## src/rtl/cpu_pkg.sv

```systemverilog
// Shared CPU constants and types.
// Used by the load/store-multiple sequencer.
package cpu_pkg;

  localparam int NREG       = 16;
  localparam int PC_IDX     = 15;
  localparam int WORD_BYTES = 4;
  localparam int CNT_W      = $clog2(NREG + 1);

  typedef enum logic [1:0] {
    IDLE = 2'd0,
    XFER = 2'd1,
    DONE = 2'd2
  } seq_state_e;

  // Number of set bits in a register list.
  function automatic logic [CNT_W-1:0] popcount(
    input logic [NREG-1:0] v
  );
    logic [CNT_W-1:0] c;
    c = '0;
    for (int i = 0; i < NREG; i++) begin
      c = c + CNT_W'(v[i]);
    end
    return c;
  endfunction

endpackage

```

## src/rtl/ldm_stm_seq_prio_enc.sv

```systemverilog
// Lowest-set-bit priority encoder.
// Picks the next register to transfer.
module prio_enc #(
  parameter int N = 16
) (
  input  logic [N-1:0] vec,
  output logic [3:0]   idx,
  output logic         any
);

  // Scan from the top so the lowest set bit wins.
  always_comb begin
    idx = '0;
    any = |vec;
    for (int i = N - 1; i >= 0; i--) begin
      if (vec[i]) begin
        idx = 4'(i);
      end
    end
  end

endmodule

```

## src/rtl/ldm_stm_seq.sv

```systemverilog
// LDM/STM sequencer: walks a register list
// and moves one word per listed register.
module ldm_stm_seq #(
  parameter int DATA_W     = 32,
  parameter int NREG       = cpu_pkg::NREG,
  parameter int WORD_BYTES = cpu_pkg::WORD_BYTES
) (
  input  logic              clk,
  input  logic              rst_n,
  input  logic              start,
  input  logic              is_load,
  input  logic [NREG-1:0]   reglist,
  input  logic [DATA_W-1:0] base_addr,
  output logic              busy,
  output logic              done,
  output logic [DATA_W-1:0] final_addr,
  output logic [3:0]        ra,
  input  logic [DATA_W-1:0] rd,
  output logic [3:0]        wa3,
  output logic              we3,
  output logic [DATA_W-1:0] wd3,
  output logic              pc_we,
  output logic [DATA_W-1:0] pc_wdata,
  output logic              mem_req,
  output logic              mem_we,
  output logic [DATA_W-1:0] mem_addr,
  output logic [DATA_W-1:0] mem_wdata,
  input  logic              mem_ack,
  input  logic [DATA_W-1:0] mem_rdata
);

  import cpu_pkg::*;

  seq_state_e        state_q, state_d;
  logic [NREG-1:0]   pending_q, pending_d;
  logic [DATA_W-1:0] addr_q, addr_d;
  logic [DATA_W-1:0] final_q, final_d;
  logic              load_q, load_d;

  logic [3:0] cur;
  logic       any;
  logic       xfer;
  logic       hs;
  logic       to_pc;

  prio_enc #(
    .N(NREG)
  ) u_enc (
    .vec(pending_q),
    .idx(cur),
    .any(any)
  );

  assign xfer  = (state_q == XFER);
  assign hs    = xfer & any & mem_ack;
  assign to_pc = (cur == 4'(PC_IDX));

  // Next-state and capture logic.
  always_comb begin
    state_d   = state_q;
    pending_d = pending_q;
    addr_d    = addr_q;
    load_d    = load_q;
    final_d   = final_q;
    unique case (state_q)
      IDLE: begin
        if (start) begin
          final_d = base_addr
                  + DATA_W'(WORD_BYTES)
                  * DATA_W'(popcount(reglist));
          if (|reglist) begin
            pending_d = reglist;
            addr_d    = base_addr;
            load_d    = is_load;
            state_d   = XFER;
          end else begin
            state_d = DONE;
          end
        end
      end
      XFER: begin
        if (hs) begin
          pending_d = pending_q
                    & ~(NREG'(1) << cur);
          addr_d    = addr_q
                    + DATA_W'(WORD_BYTES);
          if (pending_d == '0) begin
            state_d = DONE;
          end
        end
      end
      DONE: begin
        state_d = IDLE;
      end
      default: begin
        state_d = IDLE;
      end
    endcase
  end

  // State and captured-operand registers.
  always_ff @(posedge clk or negedge rst_n) begin
    if (!rst_n) begin
      state_q   <= IDLE;
      pending_q <= '0;
      addr_q    <= '0;
      load_q    <= 1'b0;
      final_q   <= '0;
    end else begin
      state_q   <= state_d;
      pending_q <= pending_d;
      addr_q    <= addr_d;
      load_q    <= load_d;
      final_q   <= final_d;
    end
  end

  // Outputs decoded from state; zero outside XFER.
  always_comb begin
    busy       = (state_q != IDLE);
    done       = (state_q == DONE);
    final_addr = final_q;
    mem_req    = xfer;
    mem_we     = xfer & ~load_q;
    mem_addr   = xfer ? addr_q : '0;
    mem_wdata  = xfer ? rd : '0;
    ra         = xfer ? cur : '0;
    wa3        = xfer ? cur : '0;
    we3        = hs & load_q & ~to_pc;
    pc_we      = hs & load_q & to_pc;
    wd3        = we3 ? mem_rdata : '0;
    pc_wdata   = pc_we ? mem_rdata : '0;
  end

endmodule

```

## config.mk

```make
export PLATFORM = sky130hd
export DESIGN_NAME = ldm_stm_seq
export DESIGN_NICKNAME = d
export VERILOG_FILES = /design/src/rtl/cpu_pkg.sv /design/src/rtl/ldm_stm_seq_prio_enc.sv /design/src/rtl/ldm_stm_seq.sv
export SDC_FILE = /design/constraint.sdc
export NUM_CORES = 1
export LEC_CHECK = 0
export BUFFER_PORTS_ARGS = -buffer_cell sky130_fd_sc_hd__clkbuf_2
export CAP_MARGIN = 20
export CORE_AREA = 2 2 119 121
export CTS_CLUSTER_DIAMETER = 120
export DETAILED_ROUTE_END_ITERATION = 6
export DIE_AREA = 0 0 121 123
export GPL_ROUTABILITY_DRIVEN = 1
export PLACE_DENSITY = 0.83
export SLEW_MARGIN = 15
export SYNTH_ARGS = -nofsm -noshare
export SYNTH_HDL_FRONTEND = slang
export SYNTH_SLANG_ARGS = --single-unit
```

## constraint.sdc

```tcl
create_clock -name clk -period 2.7 [get_ports clk]
set_input_delay 0.54 -clock clk [delete_from_list [all_inputs] [get_ports clk]]
set_output_delay 0.54 -clock clk [all_outputs]
set_load 0.005 [all_outputs]
```

==> impl_metrics.toml <==
[cts]
htreeDepth = 3
cts_hold_buffers = 0
cts_tree = "done"
insertion_delay_ps = 350
cts.clk_slew.worst_paths_ps = 70
cts_buffer_depth = 2
clock_sinks = 83
cts_buffers = 9
root_buffer = "clkbuf_16"

[synth]
syn-cell-area_mm2 = 0.006386
synth-edff-count = 0
async_reset_ff_share_pct = 100.0
ys_warn_count = 0
synthFlopType = "dfrtp_1"
syn_nets = 949
avgSynthCellArea_um2 = 7.894
synth_seq_cells = 83
synth_cells = 809
synth.distinct_cells = 61
seq_area_frac_synth_pct = 32.52

[routing]
ant_nets = 0
drt-pass1-iter-count = 7
viasPerCell = 6.150
detail_route.wl_per_cell_um = 23.15
drtIter0Drc = 1166
drc = 68
vias = 8315
wl_mm = 31.30

[final_layout]
insertedDiodeCount = 0
layout_common_cells = "clkbuf_2, nand2_1, dfrtp_1"
mostFrequentLayoutCell = "clkbuf_2"
area_growth_pct = 57.88
final_nets = 1307
drive_gt1_share_pct = 47.18
final_util_pct = 74.07

[timing]
period_minus_slack_ps = 4857
setup_ws_ps = -2157
worst_clock_skew_ps = 9.390
hold_viol_final = 0
slew_viol_final = 0
tightest_slew_ps = 921.5
fmax_mhz = 205.9
setup_viol = 110
period_share_pct = 179.9
rsz0062_at_grt = "yes"
max_slew_margin_pct = 37.92
hold_ws_ps = 195.3

[grt]
grtUsageTotal_pct = 32.42
grt_overflow = 0
grt_max_degree = 90
grt_pass1_vias = 7132
grt_pass1_wl_mm = 37.78
antenna_found_initial = 0

[worst_setup_path]
crit_family = "adder cells"
cp_common_cell = "fa_1"
worstPathArrival_ps = 5090
crit_buf_inv = 7
r2r-start = "pending_q[5]$_DFFE_PN0P_"
reg2reg_to = "pending_q[9]$_DFFE_PN0P_"
slowest_stage = "fa_1"
rrSetupSlack_ps = -510
crit_chain = "clkbuf_2 > inv_2 > fa_1 > inv_1 > fa_1 > fa_1 > inv_1 > fa_1 > inv_2 > ha_4 > fa_2 > xor2_2 > ha_1 > a21o_1 > a21oi_2 > o21bai_2 > nand4_1 > buf_6 > buf_4 > nor2_4 > xnor2_1 > o21ai_1"
max_stage_delay_ps = 510
crit_required_ps = 2930
cp-start-kind = "input port"
critPathKind = "in2reg"
endpoint_kind = "flop"
worstRegToRegCells = 11
path_max_fanout = 6

[floorplanning]
ios = 291
core_area_mm2 = 0.01361
row_count = 43
die-area_mm2 = 0.01488
initial_core_util_pct = 46.92
fp.dieW_um = 121
fp.dieH_um = 123

[power]
vdd_drop_max_v = 0.0005357
power.total_mw = 11.39
power.leakage_nw = 4.919
pwr_density_cell_mw_per_mm2 = 1130

[min_path]
hp-class = "in2async"

[placed_design]
io_buffers = 290
dpl.hpwl_mm = 17.66
finalWeightedCongestion = 0.9493

[job]
cap_viol_max_count = 0

[outcome]
failed_checks = "DRC, setup timing"
status = "finished with violations"
[where the power goes]
group          internal, mW  switching [mW]
sequential             1.80           0.629
combinational          3.52            4.27
clock                 0.624           0.550
total                  5.94            5.45
[through the flow]
step           setup WS [ps]  TNS (ps)  instances  instance area, um2
6_report               -2157   -101390       1352               10080
5_1_grt                -2337   -104630       1352               10080
4_1_cts                -2003    -66920       1334                9245
3_5_place_dp           -2478    -72620       1297                8496
3_3_place_gp           -2360    -67170       1297                8496
2_1_floorplan          -2150    -56000        809                6481
[cells by family (layout without fill, tap and decap cells)]
kind of cell	after synthesis	count (layout)	share of synthesized area, %
adder cells (fa/ha/maj)	23	23	5.799
flip-flops	83	83	32.52
multiplexers	4	4	0.7053
AND/OR/NAND/NOR	382	382	31.58
AO/OA/AOI/OAI	197	200	19.02
XOR/XNOR	30	30	4.114
buffers and inverters	90	450	6.250
[worst max path at each step]
stage | slack, ps | depth (start not counted) | start | to
after detailed placement | -2480 | 20 | reglist[0] | final_addr[14]$_DFFE_PN0P_
after global placement | -2360 | 20 | reglist[0] | final_addr[14]$_DFFE_PN0P_
after CTS | -2000 | 21 | reglist[11] | final_addr[14]$_DFFE_PN0P_
after global routing | -2340 | 22 | reglist[1] | final_addr[24]$_DFFE_PN0P_
after floorplan | -2150 | 19 | reglist[0] | final_addr[28]$_DFFE_PN0P_
final | -2160 | 22 | reglist[1] | final_addr[24]$_DFFE_PN0P_
[final cells by class]
type / instances / area [um2]
multi-input cells: 639 / 4509
fillers: 917 / 3530
repair buffers: 393 / 2826
flip-flops and latches: 83 / 2081
clock buffers: 10 / 229.0
well taps: 180 / 225.2
inverters: 41 / 168.9
clock inverters: 6 / 42.54
[synthesized netlist by cell type, types with 3 or more instances]
cell | instances | area, um2
o21ai_0 | 73 | 365.4
and3_1 | 13 | 81.33
inv_1 | 40 | 150.1
nand3_1 | 25 | 125.1
xnor2_1 | 18 | 157.7
o22ai_1 | 7 | 43.79
fa_1 | 11 | 220.2
o31ai_1 | 3 | 22.52
nand4_1 | 11 | 68.82
buf_4 | 4 | 30.03
or3_1 | 3 | 18.77
o211ai_1 | 7 | 52.55
nor2b_1 | 5 | 31.28
and4_1 | 3 | 26.28
nor3b_1 | 4 | 30.03
a21oi_1 | 47 | 235.2
o21bai_1 | 3 | 22.52
nor3_1 | 14 | 70.07
nand2_1 | 103 | 386.6
nand2b_1 | 3 | 18.77
mux2_2 | 4 | 45.04
and2_1 | 124 | 775.7
o21a_1 | 3 | 22.52
clkbuf_1 | 33 | 123.9
dfrtp_1 | 83 | 2077
a31oi_1 | 9 | 56.30
buf_2 | 7 | 35.03
ha_1 | 12 | 150.1
nor2_1 | 52 | 195.2
a21o_1 | 7 | 52.55
a22oi_1 | 3 | 22.52
o22a_1 | 3 | 26.28
buf_6 | 5 | 56.30
nor4_1 | 9 | 56.30
xor2_1 | 12 | 105.1
a22o_1 | 9 | 78.83
[routing by layer]
metal | wire (um) | GRT usage [%] | part of all wire, %
met3 | 4197 | 7.749 | 13
met2 | 14090 | 51.23 | 45
met4 | 2192 | 9.520 | 7.0
met5 | 57 | 0 | 0.18
met1 | 10760 | 44.40 | 34
[state kept, by name, summed over array words and instances (netlist names)]
| signal | count |
|---|---|
| pending_q | 16 |
| final_addr | 32 |
| load_q | 1 |
| addr_q | 32 |
| state_q | 2 |
[repair_timing]
action                     CTS  global route
setup endpoints to repair   98           103
gates resized for setup     83           186
gates cloned                 3             4
pin swaps                   42            97
buffers inserted            20            15
Note: power is estimated with default switching activity, not from simulation.
